==> config.mk <==
export PLATFORM = sky130hd
export DESIGN_NAME = legv8_instr_encoder_flat
export DESIGN_NICKNAME = d
export VERILOG_FILES = /design/src/rtl/legv8_instr_encoder_if.sv /design/src/rtl/legv8_instr_encoder.sv /design/src/flat_wrapper.sv
export SDC_FILE = /design/constraint.sdc
export NUM_CORES = 1
export LEC_CHECK = 0
export ABC_AREA = 1
export BUFFER_PORTS_ARGS = -buffer_cell sky130_fd_sc_hd__buf_2
export CORE_UTILIZATION = 46
export CTS_CLUSTER_DIAMETER = 30
export DETAILED_ROUTE_END_ITERATION = 16
export GPL_TIMING_DRIVEN = 0
export PLACE_DENSITY = 0.75
export SLEW_MARGIN = 20
export SYNTH_ARGS = -nofsm -noshare
export SYNTH_HDL_FRONTEND = slang
export SYNTH_SLANG_ARGS = --single-unit
==> constraint.sdc <==
create_clock -name clk -period 3.3 [get_ports clk]
set_input_delay 0.66 -clock clk [delete_from_list [all_inputs] [get_ports clk]]
set_output_delay 0.66 -clock clk [all_outputs]
set_load 0.005 [all_outputs]
==> src/rtl/legv8_instr_encoder_if.sv <==
// legv8_instr_encoder_if: field input channel and instruction-word output
// channel of the LEGv8 instruction encoder, each with valid/ready.
interface legv8_instr_encoder_if #(
    parameter int unsigned ADDR_W = 8
);
    // Field input channel (loader -> encoder)
    logic              in_valid;
    logic              in_ready;
    logic [2:0]        fmt;
    logic [10:0]       opcode;
    logic [4:0]        rd;
    logic [4:0]        rn;
    logic [4:0]        rm;
    logic [5:0]        shamt;
    logic [63:0]       imm;

    // Instruction word output channel (encoder -> instruction memory)
    logic              out_valid;
    logic              out_ready;
    logic [31:0]       instr;
    logic [ADDR_W-1:0] out_addr;
    logic              out_err;

    modport master (
        output in_valid, fmt, opcode, rd, rn, rm, shamt, imm, out_ready,
        input  in_ready, out_valid, instr, out_addr, out_err
    );

    modport slave (
        input  in_valid, fmt, opcode, rd, rn, rm, shamt, imm, out_ready,
        output in_ready, out_valid, instr, out_addr, out_err
    );
endinterface

==> src/rtl/legv8_instr_encoder.sv <==
// legv8_instr_encoder: packs decoded LEGv8 fields into 32-bit instruction words,
// range-checks immediates against their field widths, and tags each word with a
// sequential instruction-memory byte address. Two-stage valid/ready pipeline:
// S1 holds the raw fields, S2 holds the packed word.
// Optional feature macro: ENC_ROUNDTRIP_CHECK_EN (re-extension check + err_count).
module legv8_instr_encoder #(
    parameter int unsigned DEPTH  = 64,
    parameter int unsigned ADDR_W = 8
) (
    input  logic                 clk,
    input  logic                 reset_l,
    input  logic                 clear,
    legv8_instr_encoder_if.slave bus,
    output logic                 err_sticky
`ifdef ENC_ROUNDTRIP_CHECK_EN
    ,
    output logic [7:0]           err_count
`endif
);

    localparam int unsigned CNT_W = ADDR_W - 2;

    localparam logic [2:0] FMT_R  = 3'd0;
    localparam logic [2:0] FMT_I  = 3'd1;
    localparam logic [2:0] FMT_D  = 3'd2;
    localparam logic [2:0] FMT_B  = 3'd3;
    localparam logic [2:0] FMT_CB = 3'd4;

    typedef struct packed {
        logic [2:0]  fmt;
        logic [10:0] opcode;
        logic [4:0]  rd;
        logic [4:0]  rn;
        logic [4:0]  rm;
        logic [5:0]  shamt;
        logic [63:0] imm;
    } fields_t;

    fields_t          s1_q;
    logic             s1_full_q;
    logic             s2_valid_q;
    logic [31:0]      instr_q;
    logic             err_q;
    logic [CNT_W-1:0] cnt_q;
    logic             sticky_q;

    logic             s1_adv_c;
    logic             accept_c;
    logic             out_hs_c;
    logic [31:0]      word_c;
    logic             range_err_c;
    logic             pack_err_c;

    // Handshake qualifiers; clear blocks new input for the cycle it is asserted
    assign out_hs_c = s2_valid_q && bus.out_ready;
    assign s1_adv_c = s1_full_q && (!s2_valid_q || bus.out_ready);
    assign accept_c = bus.in_valid && bus.in_ready;

    assign bus.in_ready  = !clear && (!s1_full_q || s1_adv_c);
    assign bus.out_valid = s2_valid_q;
    assign bus.instr     = instr_q;
    assign bus.out_err   = err_q;
    assign bus.out_addr  = {cnt_q, 2'b00};
    assign err_sticky    = sticky_q;

    // Pack S1 fields by format and flag immediates that do not fit their field
    always_comb begin
        word_c      = '0;
        range_err_c = 1'b0;
        case (s1_q.fmt)
            FMT_R: begin
                word_c = {s1_q.opcode, s1_q.rm, s1_q.shamt, s1_q.rn, s1_q.rd};
            end
            FMT_I: begin
                word_c      = {s1_q.opcode[10:1], s1_q.imm[11:0], s1_q.rn, s1_q.rd};
                range_err_c = |s1_q.imm[63:12];
            end
            FMT_D: begin
                word_c      = {s1_q.opcode, s1_q.imm[8:0], 2'b00, s1_q.rn, s1_q.rd};
                range_err_c = !((&s1_q.imm[63:8]) || !(|s1_q.imm[63:8]));
            end
            FMT_B: begin
                word_c      = {s1_q.opcode[10:5], s1_q.imm[25:0]};
                range_err_c = !((&s1_q.imm[63:25]) || !(|s1_q.imm[63:25]));
            end
            FMT_CB: begin
                word_c      = {s1_q.opcode[10:3], s1_q.imm[18:0], s1_q.rd};
                range_err_c = !((&s1_q.imm[63:18]) || !(|s1_q.imm[63:18]));
            end
            default: begin
                word_c      = '0;
                range_err_c = 1'b1;
            end
        endcase
    end

`ifdef ENC_ROUNDTRIP_CHECK_EN
    logic [63:0] rt_imm_c;
    logic        rt_err_c;
    logic [7:0]  err_cnt_q;

    // Re-extend the packed immediate as the processor would and compare to the source
    always_comb begin
        rt_imm_c = s1_q.imm;
        case (s1_q.fmt)
            FMT_D:   rt_imm_c = {{55{word_c[20]}}, word_c[20:12]};
            FMT_B:   rt_imm_c = {{38{word_c[25]}}, word_c[25:0]};
            FMT_CB:  rt_imm_c = {{45{word_c[23]}}, word_c[23:5]};
            default: rt_imm_c = s1_q.imm;
        endcase
        rt_err_c = (rt_imm_c != s1_q.imm);
    end

    assign pack_err_c = range_err_c | rt_err_c;
    assign err_count  = err_cnt_q;

    // Saturating count of erroneous words handed downstream
    always_ff @(posedge clk or negedge reset_l) begin
        if (!reset_l) begin
            err_cnt_q <= '0;
        end else if (clear) begin
            err_cnt_q <= '0;
        end else if (out_hs_c && err_q && (err_cnt_q != 8'hFF)) begin
            err_cnt_q <= err_cnt_q + 8'd1;
        end
    end
`else
    assign pack_err_c = range_err_c;
`endif

    // S1: capture raw fields on acceptance, empty when the word moves to S2
    always_ff @(posedge clk or negedge reset_l) begin
        if (!reset_l) begin
            s1_full_q <= 1'b0;
            s1_q      <= '0;
        end else if (clear) begin
            s1_full_q <= 1'b0;
        end else if (accept_c) begin
            s1_full_q <= 1'b1;
            s1_q      <= '{fmt: bus.fmt, opcode: bus.opcode, rd: bus.rd, rn: bus.rn,
                           rm: bus.rm, shamt: bus.shamt, imm: bus.imm};
        end else if (s1_adv_c) begin
            s1_full_q <= 1'b0;
        end
    end

    // S2: register the packed word; hold it stable while downstream stalls
    always_ff @(posedge clk or negedge reset_l) begin
        if (!reset_l) begin
            s2_valid_q <= 1'b0;
            instr_q    <= '0;
            err_q      <= 1'b0;
        end else if (clear) begin
            s2_valid_q <= 1'b0;
            err_q      <= 1'b0;
        end else if (s1_adv_c) begin
            s2_valid_q <= 1'b1;
            instr_q    <= word_c;
            err_q      <= pack_err_c;
        end else if (out_hs_c) begin
            s2_valid_q <= 1'b0;
        end
    end

    // Word address counter, wrapping after DEPTH words; sticky error flag
    always_ff @(posedge clk or negedge reset_l) begin
        if (!reset_l) begin
            cnt_q    <= '0;
            sticky_q <= 1'b0;
        end else if (clear) begin
            cnt_q    <= '0;
            sticky_q <= 1'b0;
        end else if (out_hs_c) begin
            cnt_q <= (cnt_q == CNT_W'(DEPTH - 1)) ? '0 : cnt_q + CNT_W'(1);
            if (err_q) begin
                sticky_q <= 1'b1;
            end
        end
    end

endmodule
==> src/flat_wrapper.sv <==
// flat-port wrapper written by rule: the top's interface ports become plain ports
module legv8_instr_encoder_flat 
#(
    parameter int unsigned DEPTH  = 64,
    parameter int unsigned ADDR_W = 8
)
  (clk, reset_l, clear, err_sticky, bus_in_valid, bus_fmt, bus_opcode, bus_rd, bus_rn, bus_rm, bus_shamt, bus_imm, bus_out_ready, bus_in_ready, bus_out_valid, bus_instr, bus_out_addr, bus_out_err);
  legv8_instr_encoder_if #(.ADDR_W(ADDR_W)) bus_i ();
  input  logic clk;
  input  logic reset_l;
  input  logic clear;
  output logic err_sticky;
  input wire logic [$bits(bus_i.in_valid)-1:0] bus_in_valid;
  input wire logic [$bits(bus_i.fmt)-1:0] bus_fmt;
  input wire logic [$bits(bus_i.opcode)-1:0] bus_opcode;
  input wire logic [$bits(bus_i.rd)-1:0] bus_rd;
  input wire logic [$bits(bus_i.rn)-1:0] bus_rn;
  input wire logic [$bits(bus_i.rm)-1:0] bus_rm;
  input wire logic [$bits(bus_i.shamt)-1:0] bus_shamt;
  input wire logic [$bits(bus_i.imm)-1:0] bus_imm;
  input wire logic [$bits(bus_i.out_ready)-1:0] bus_out_ready;
  output wire logic [$bits(bus_i.in_ready)-1:0] bus_in_ready;
  output wire logic [$bits(bus_i.out_valid)-1:0] bus_out_valid;
  output wire logic [$bits(bus_i.instr)-1:0] bus_instr;
  output wire logic [$bits(bus_i.out_addr)-1:0] bus_out_addr;
  output wire logic [$bits(bus_i.out_err)-1:0] bus_out_err;
  assign bus_i.in_valid = bus_in_valid;
  assign bus_i.fmt = bus_fmt;
  assign bus_i.opcode = bus_opcode;
  assign bus_i.rd = bus_rd;
  assign bus_i.rn = bus_rn;
  assign bus_i.rm = bus_rm;
  assign bus_i.shamt = bus_shamt;
  assign bus_i.imm = bus_imm;
  assign bus_i.out_ready = bus_out_ready;
  assign bus_in_ready = bus_i.in_ready;
  assign bus_out_valid = bus_i.out_valid;
  assign bus_instr = bus_i.instr;
  assign bus_out_addr = bus_i.out_addr;
  assign bus_out_err = bus_i.out_err;
  legv8_instr_encoder #(.DEPTH(DEPTH), .ADDR_W(ADDR_W)) u_core (.clk(clk), .reset_l(reset_l), .clear(clear), .bus(bus_i), .err_sticky(err_sticky));
endmodule
[Yosys cells after proc, flatten, opt, wreduce, memory -nomap -nowiden]
Index checks and enable logic that the tools add are counted.
Word-level totals
  bits in read-only memories: 0
  register bits: 141
  output and inout bits: 44
  bits in latches: 0
  memory bits (writable): 0
  input bits: 104
  memories kept: 0
  logic and storage cells: 70
Cells by class
  reduce and logical (&&, ||, !) cells: 34
  add/sub/neg operators: 1
  shift operators: 0
  $mul: 0
  magnitude comparators: 0
  divide/modulo/power cells: 0
  mux-type cells: 16
  bitwise logic cells: 1
  eq/ne operators: 5
Operator list (count)
  case mux 32 bit (5 select lines): 1
  AND reduction 56 bit: 1
  OR reduction 56 bit: 1
  OR reduction 52 bit: 1
  AND reduction 46 bit: 1
  OR reduction 46 bit: 1
  AND reduction 39 bit: 1
  OR reduction 39 bit: 1
  two-way mux 6 bit: 3
  two-way mux 1 bit: 11
  logical NOT 1 bit: 9
  adder 6 x 1 -> 6 bit, second input constant: 1
  == test 3 x 2 -> 1 bit, second input constant: 2
  == test 6 bit, second input constant: 1
  AND reduction 2 bit: 3
  nonzero test 2 bit: 3
  nonzero test 3 bit: 2
  logical OR 1 bit: 5
  case mux 1 bit (5 select lines): 1
  logical AND 1 bit: 4
  == test 3 x 1 -> 1 bit, second input constant: 1
  == test 3 bit, second input constant: 1
  logical NOT 3 bit: 1
  inverter 1 bit: 1

[Logic depth before layout (Yosys ltp)]
  depth in word-level cells: 8
  gate-level depth with buffers: 11
  depth with buffers taken out: 11

[Least setup slack after synthesis]
No wires, ideal clock.
  path type: input-to-reg
  from: in bus_out_ready
  to: reg u_core.s1_q[36] (netlist name)
  path slack: 1.535 ns
  stages on the path: 7
  data arrival time: 1.640 ns
  required time: 3.175 ns
  buffers on the path: 1
  setup time: 0.125 ns
  cells stage by stage: inv_1 > nand2_1 > o21ai_0 > inv_1 > nand2_4 > buf_2 > mux2_2
On the way
  word-level cells in the longest chain between the ends: 6
RTL lines
  from (decl): line flat_wrapper.sv:21  | input wire logic [$bits(bus_i.out_ready)-1:0] bus_out_ready;
  logical OR 1 bit: line legv8_instr_encoder.sv:56  | assign s1_adv_c = s1_full_q && (!s2_valid_q || bus.out_ready);
  logical AND 1 bit: line legv8_instr_encoder.sv:56
  logical OR 1 bit: line legv8_instr_encoder.sv:59  | assign bus.in_ready = !clear && (!s1_full_q || s1_adv_c);
  logical AND 1 bit: line legv8_instr_encoder.sv:59
  named net bus_in_ready: line flat_wrapper.sv:22  | output wire logic [$bits(bus_i.in_ready)-1:0] bus_in_ready;
  logical AND 1 bit: line legv8_instr_encoder.sv:57  | assign accept_c = bus.in_valid && bus.in_ready;
  AND reduction 2 bit (no source line)
  to (signal assigned): line legv8_instr_encoder.sv:140  | s1_q <= '{fmt: bus.fmt, opcode: bus.opcode, rd: bus.rd, rn: bus.rn,
  to (decl): line legv8_instr_encoder.sv:39  | fields_t s1_q;
The timed path passes the listed nets, and every way through them passes these cells.
A chain may end at the register's enable or synchronous reset.

[Final worst setup path]
  from: in bus_out_ready
  to: out bus_in_ready
On the way
  word-level cells in the longest chain between the ends: 4
RTL lines (line)
  logical OR 1 bit: legv8_instr_encoder.sv:56
  logical AND 1 bit: legv8_instr_encoder.sv:56
  logical OR 1 bit: legv8_instr_encoder.sv:59
  logical AND 1 bit: legv8_instr_encoder.sv:59
  to (decl): flat_wrapper.sv:22
No other way between the ends.

==> results.txt <==
- Static timing analysis puts the maximum clock frequency at roughly 520 MHz.
* Avg Vias per Cell: a little over 5
- For this configuration, the core starts out at a cell density of 0.474.
- The via count of the first global-routing pass was 5585.
- Die extent in x: approximately 120 um
* DR DRC count: 0
- The first global-routing pass estimated about 28000 um of wire.
* Worst min-delay path category: input pin to async pin
* Antenna Diode Count: 0
- Via count: roughly 5.7k
* Max Clock Skew: about 0.0066 ns
- RSZ-0062 raised after global routing: no
- The cell count after synthesis came out at roughly 740.
* Minimum period implied by the final worst setup slack: about 1.9 ns
- The die is approximately 120 um tall.
* Final Hold Vio Count: 0
- After synthesis, the netlist uses 33 different library cells.
- Total power divided by cell area: roughly 610 nW/um2
* Worst slack on hold paths: 0.123 ns
- For the worst setup path, the data arrival time is roughly 1.3 ns.
* Result of the run: finished, final reports clean
- Wire length per cell: about 16 um
* Latest clock arrival within the worst-skew pair: 0.42 ns
* Die area: roughly 15000 um2
* Worst slew pin tran: 0.737 ns
- Summed over all instances, the cell type with the most area after synthesis is sky130_fd_sc_hd__dfrtp_1.
- Endpoint kind of the worst setup timing path: primary output
- Number of enable-type register cells in the synthesized netlist: 0
- Count leader, synth: sky130_fd_sc_hd__dfrtp_1
- Post-synthesis cell area: ~6600 um2
- Reg clk slew, reported paths: 0.06 ns
- Post-CTS setup buffers: 0
* Largest net degree at the start of global routing: 98
- Max-capacitance violation count: 0
- Buffers placed on the I/O ports in this run total 145.
- Dividing the final minimum period by the clock period gives 0.587.
* Relative slew slack: 0.506
- The clock passes through at most 2 buffers.
* Number of warning messages in the yosys log: 0
- For this design the static power due to leakage is roughly 4 nW.
- The number of placed instances, taps included, is about 1.1k.
- The share of the Yosys chip area taken by registers is 0.534.
* Placeable core region: roughly 14000 um2
* Antenna violations before repair: 0
- The tree is rooted in a sky130_fd_sc_hd__clkbuf_16.
* Row Count: 43
- In this run the worst path has a maximum fanout of 4.
- Data on the critical path is required at its endpoint by ~2.6 ns.
- Buffers inserted to repair hold after CTS numbered 0.
* Final wirelength: 17600 um
* Number of non-filler instances in the completed layout: around 1.1k
- Post-route total power: 4.98 mW
- During I/O placement, the number of pins put on the boundary was about 150.
* Worst vdd ir: slightly below 0.4 mV
- Counting every sink on the clock net gives between 100 and 150.
* Antenna Nets Post-Route: 0
- Share of layout cells above drive strength 1: 0.286
* Overall track demand over capacity in global routing: 0.252
* Congestion Overflow GR: 0
- Dominant register cell in the synthesized netlist: sky130_fd_sc_hd__dfrtp_1
- Layout-stage area growth over the synthesis result: 23.6%
- In this run, post-CTS repair resized a total of 0 instances.
* Half-perimeter wire length of the detailed placement result: between 10000 and 15000 um
- Setup violations remaining at the end of the flow were counted as 0.
- Startpoint Class: input pin
- Synth area leaders: sky130_fd_sc_hd__dfrtp_1, sky130_fd_sc_hd__mux2_2, sky130_fd_sc_hd__nand2_1
* TritonCTS clock tree: yes
* CTS buffer count: 17
- Counting instances in the post-synthesis netlist gives the leading cell types as sky130_fd_sc_hd__dfrtp_1, sky130_fd_sc_hd__nand2_1, sky130_fd_sc_hd__nor2_1.
- Area share of the largest cell type after synthesis: 0.534
- Seq cells post-synth: 141
- Final layout net count: about 1.0k
- Critical path class: input pin to primary output
- Async set or reset register ratio after synthesis: 1.00
- Global placer's final weighted congestion: 0.900
* Final Max Tran Viols: 0
* Starting DRT DRC Count: 420
* Syn Area/Cell: about 8.9 um2
- Total iterations of the first detailed-routing run: 6
* H-tree levels: 4
==> layer usage <==
metal  GRT usage  part of all wire  vias to the layer above  wire length (um)
met2       0.388              0.46                      211              8070
li1            -                 -                     2771                 -
met4      0.0926             0.023                        0               400
met5           0                 0                        -                 0
met1       0.351              0.45                     2696              8010
met3      0.0506             0.064                       32              1130
==> through the flow <==
step / instance area (um2) / TNS, ns / setup WS, ns / utilization
3_3_place_gp: 7570 / -49.05 / -0.356 / 0.543
2_1_floorplan: 6620 / 0 / 1.54 / -
3_5_place_dp: 7600 / 0 / 1.15 / 0.546
6_report: 8170 / 0 / 1.36 / 0.586
4_1_cts: 8170 / 0 / 1.35 / 0.586
5_1_grt: 8170 / 0 / 1.25 / 0.586
==> worst max-delay path: stages <==
cell and delay, ns:
sky130_fd_sc_hd__buf_2 0.10, sky130_fd_sc_hd__inv_1 0.04, sky130_fd_sc_hd__nand2_1 0.08, sky130_fd_sc_hd__o21ai_0 0.16, sky130_fd_sc_hd__inv_1 0.10, sky130_fd_sc_hd__buf_2 0.13
==> worst paths after layout <==
kind | slack, ns | from | endpoint | cells past startpoint
hold / removal | 0.12 | reset_l | u_core.s1_q[45]$_DFFE_PN0P_ | 1
setup / recovery | 1.36 | bus_out_ready | bus_in_ready | 6
max in group asynchronous | 2.39 | reset_l | u_core.s1_q[86]$_DFFE_PN0P_ | 2
setup reg to reg | 1.48 | u_core.bus.out_valid$_DFFE_PN0P_ | u_core.bus.instr[27]$_DFFE_PN0P_ | 6
min in group clk | 0.47 | bus_opcode[2] | u_core.s1_q[87]$_DFFE_PN0P_ | 2
hold reg to reg | 0.50 | u_core.bus.instr[1]$_DFFE_PN0P_ | u_core.bus.instr[1]$_DFFE_PN0P_ | 1
==> placed cells by master (no fill, tap or decap), drive strengths merged, types with 3 or more instances in the layout <==
master,n
a21oi,60
a22oi,5
buf,168
clkbuf,30
clkinv,7
dfrtp,141
inv,75
mux2,59
nand2,127
nand3,21
nand4,3
nor2,125
nor3,5
o2111ai,5
o21ai,63
o22ai,13
==> power breakdown <==
group,internal (mW),total [mW],switching (mW)
combinational,0.405,0.914,0.509
sequential,2.02,2.22,0.195
clock,1.12,1.85,0.723
total,3.55,4.98,1.43
==> state kept, by name, summed over array words and instances (netlist names) <==
name                  cells
u_core.bus.instr         32
u_core.bus.out_err        1
u_core.bus.out_valid      1
u_core.cnt_q              6
u_core.err_sticky         1
u_core.s1_full_q          1
u_core.s1_q              99
==> area by class of cell <==
class,instances,area (um2)
well taps,180,225
multi-input cells,495,2630
clock buffers,20,447
fillers,1249,5770
inverters,74,278
repair buffers,146,763
clock inverters,11,119
flip-flops and latches,141,3530
plain buffers,32,180
==> logic make-up (layout without fill, tap and decap cells) <==
group | after synthesis | after routing | share of synthesized area
AND/OR/NAND/NOR | 283 | 283 | 0.171
flip-flops | 141 | 141 | 0.534
other | 1 | 2 | 0.000567
adder cells (fa/ha/maj) | 1 | 1 | 0.00189
AO/OA/AOI/OAI | 150 | 150 | 0.123
multiplexers | 59 | 59 | 0.100
buffers and inverters | 106 | 283 | 0.0693
Note: power is estimated with default switching activity, not from simulation.
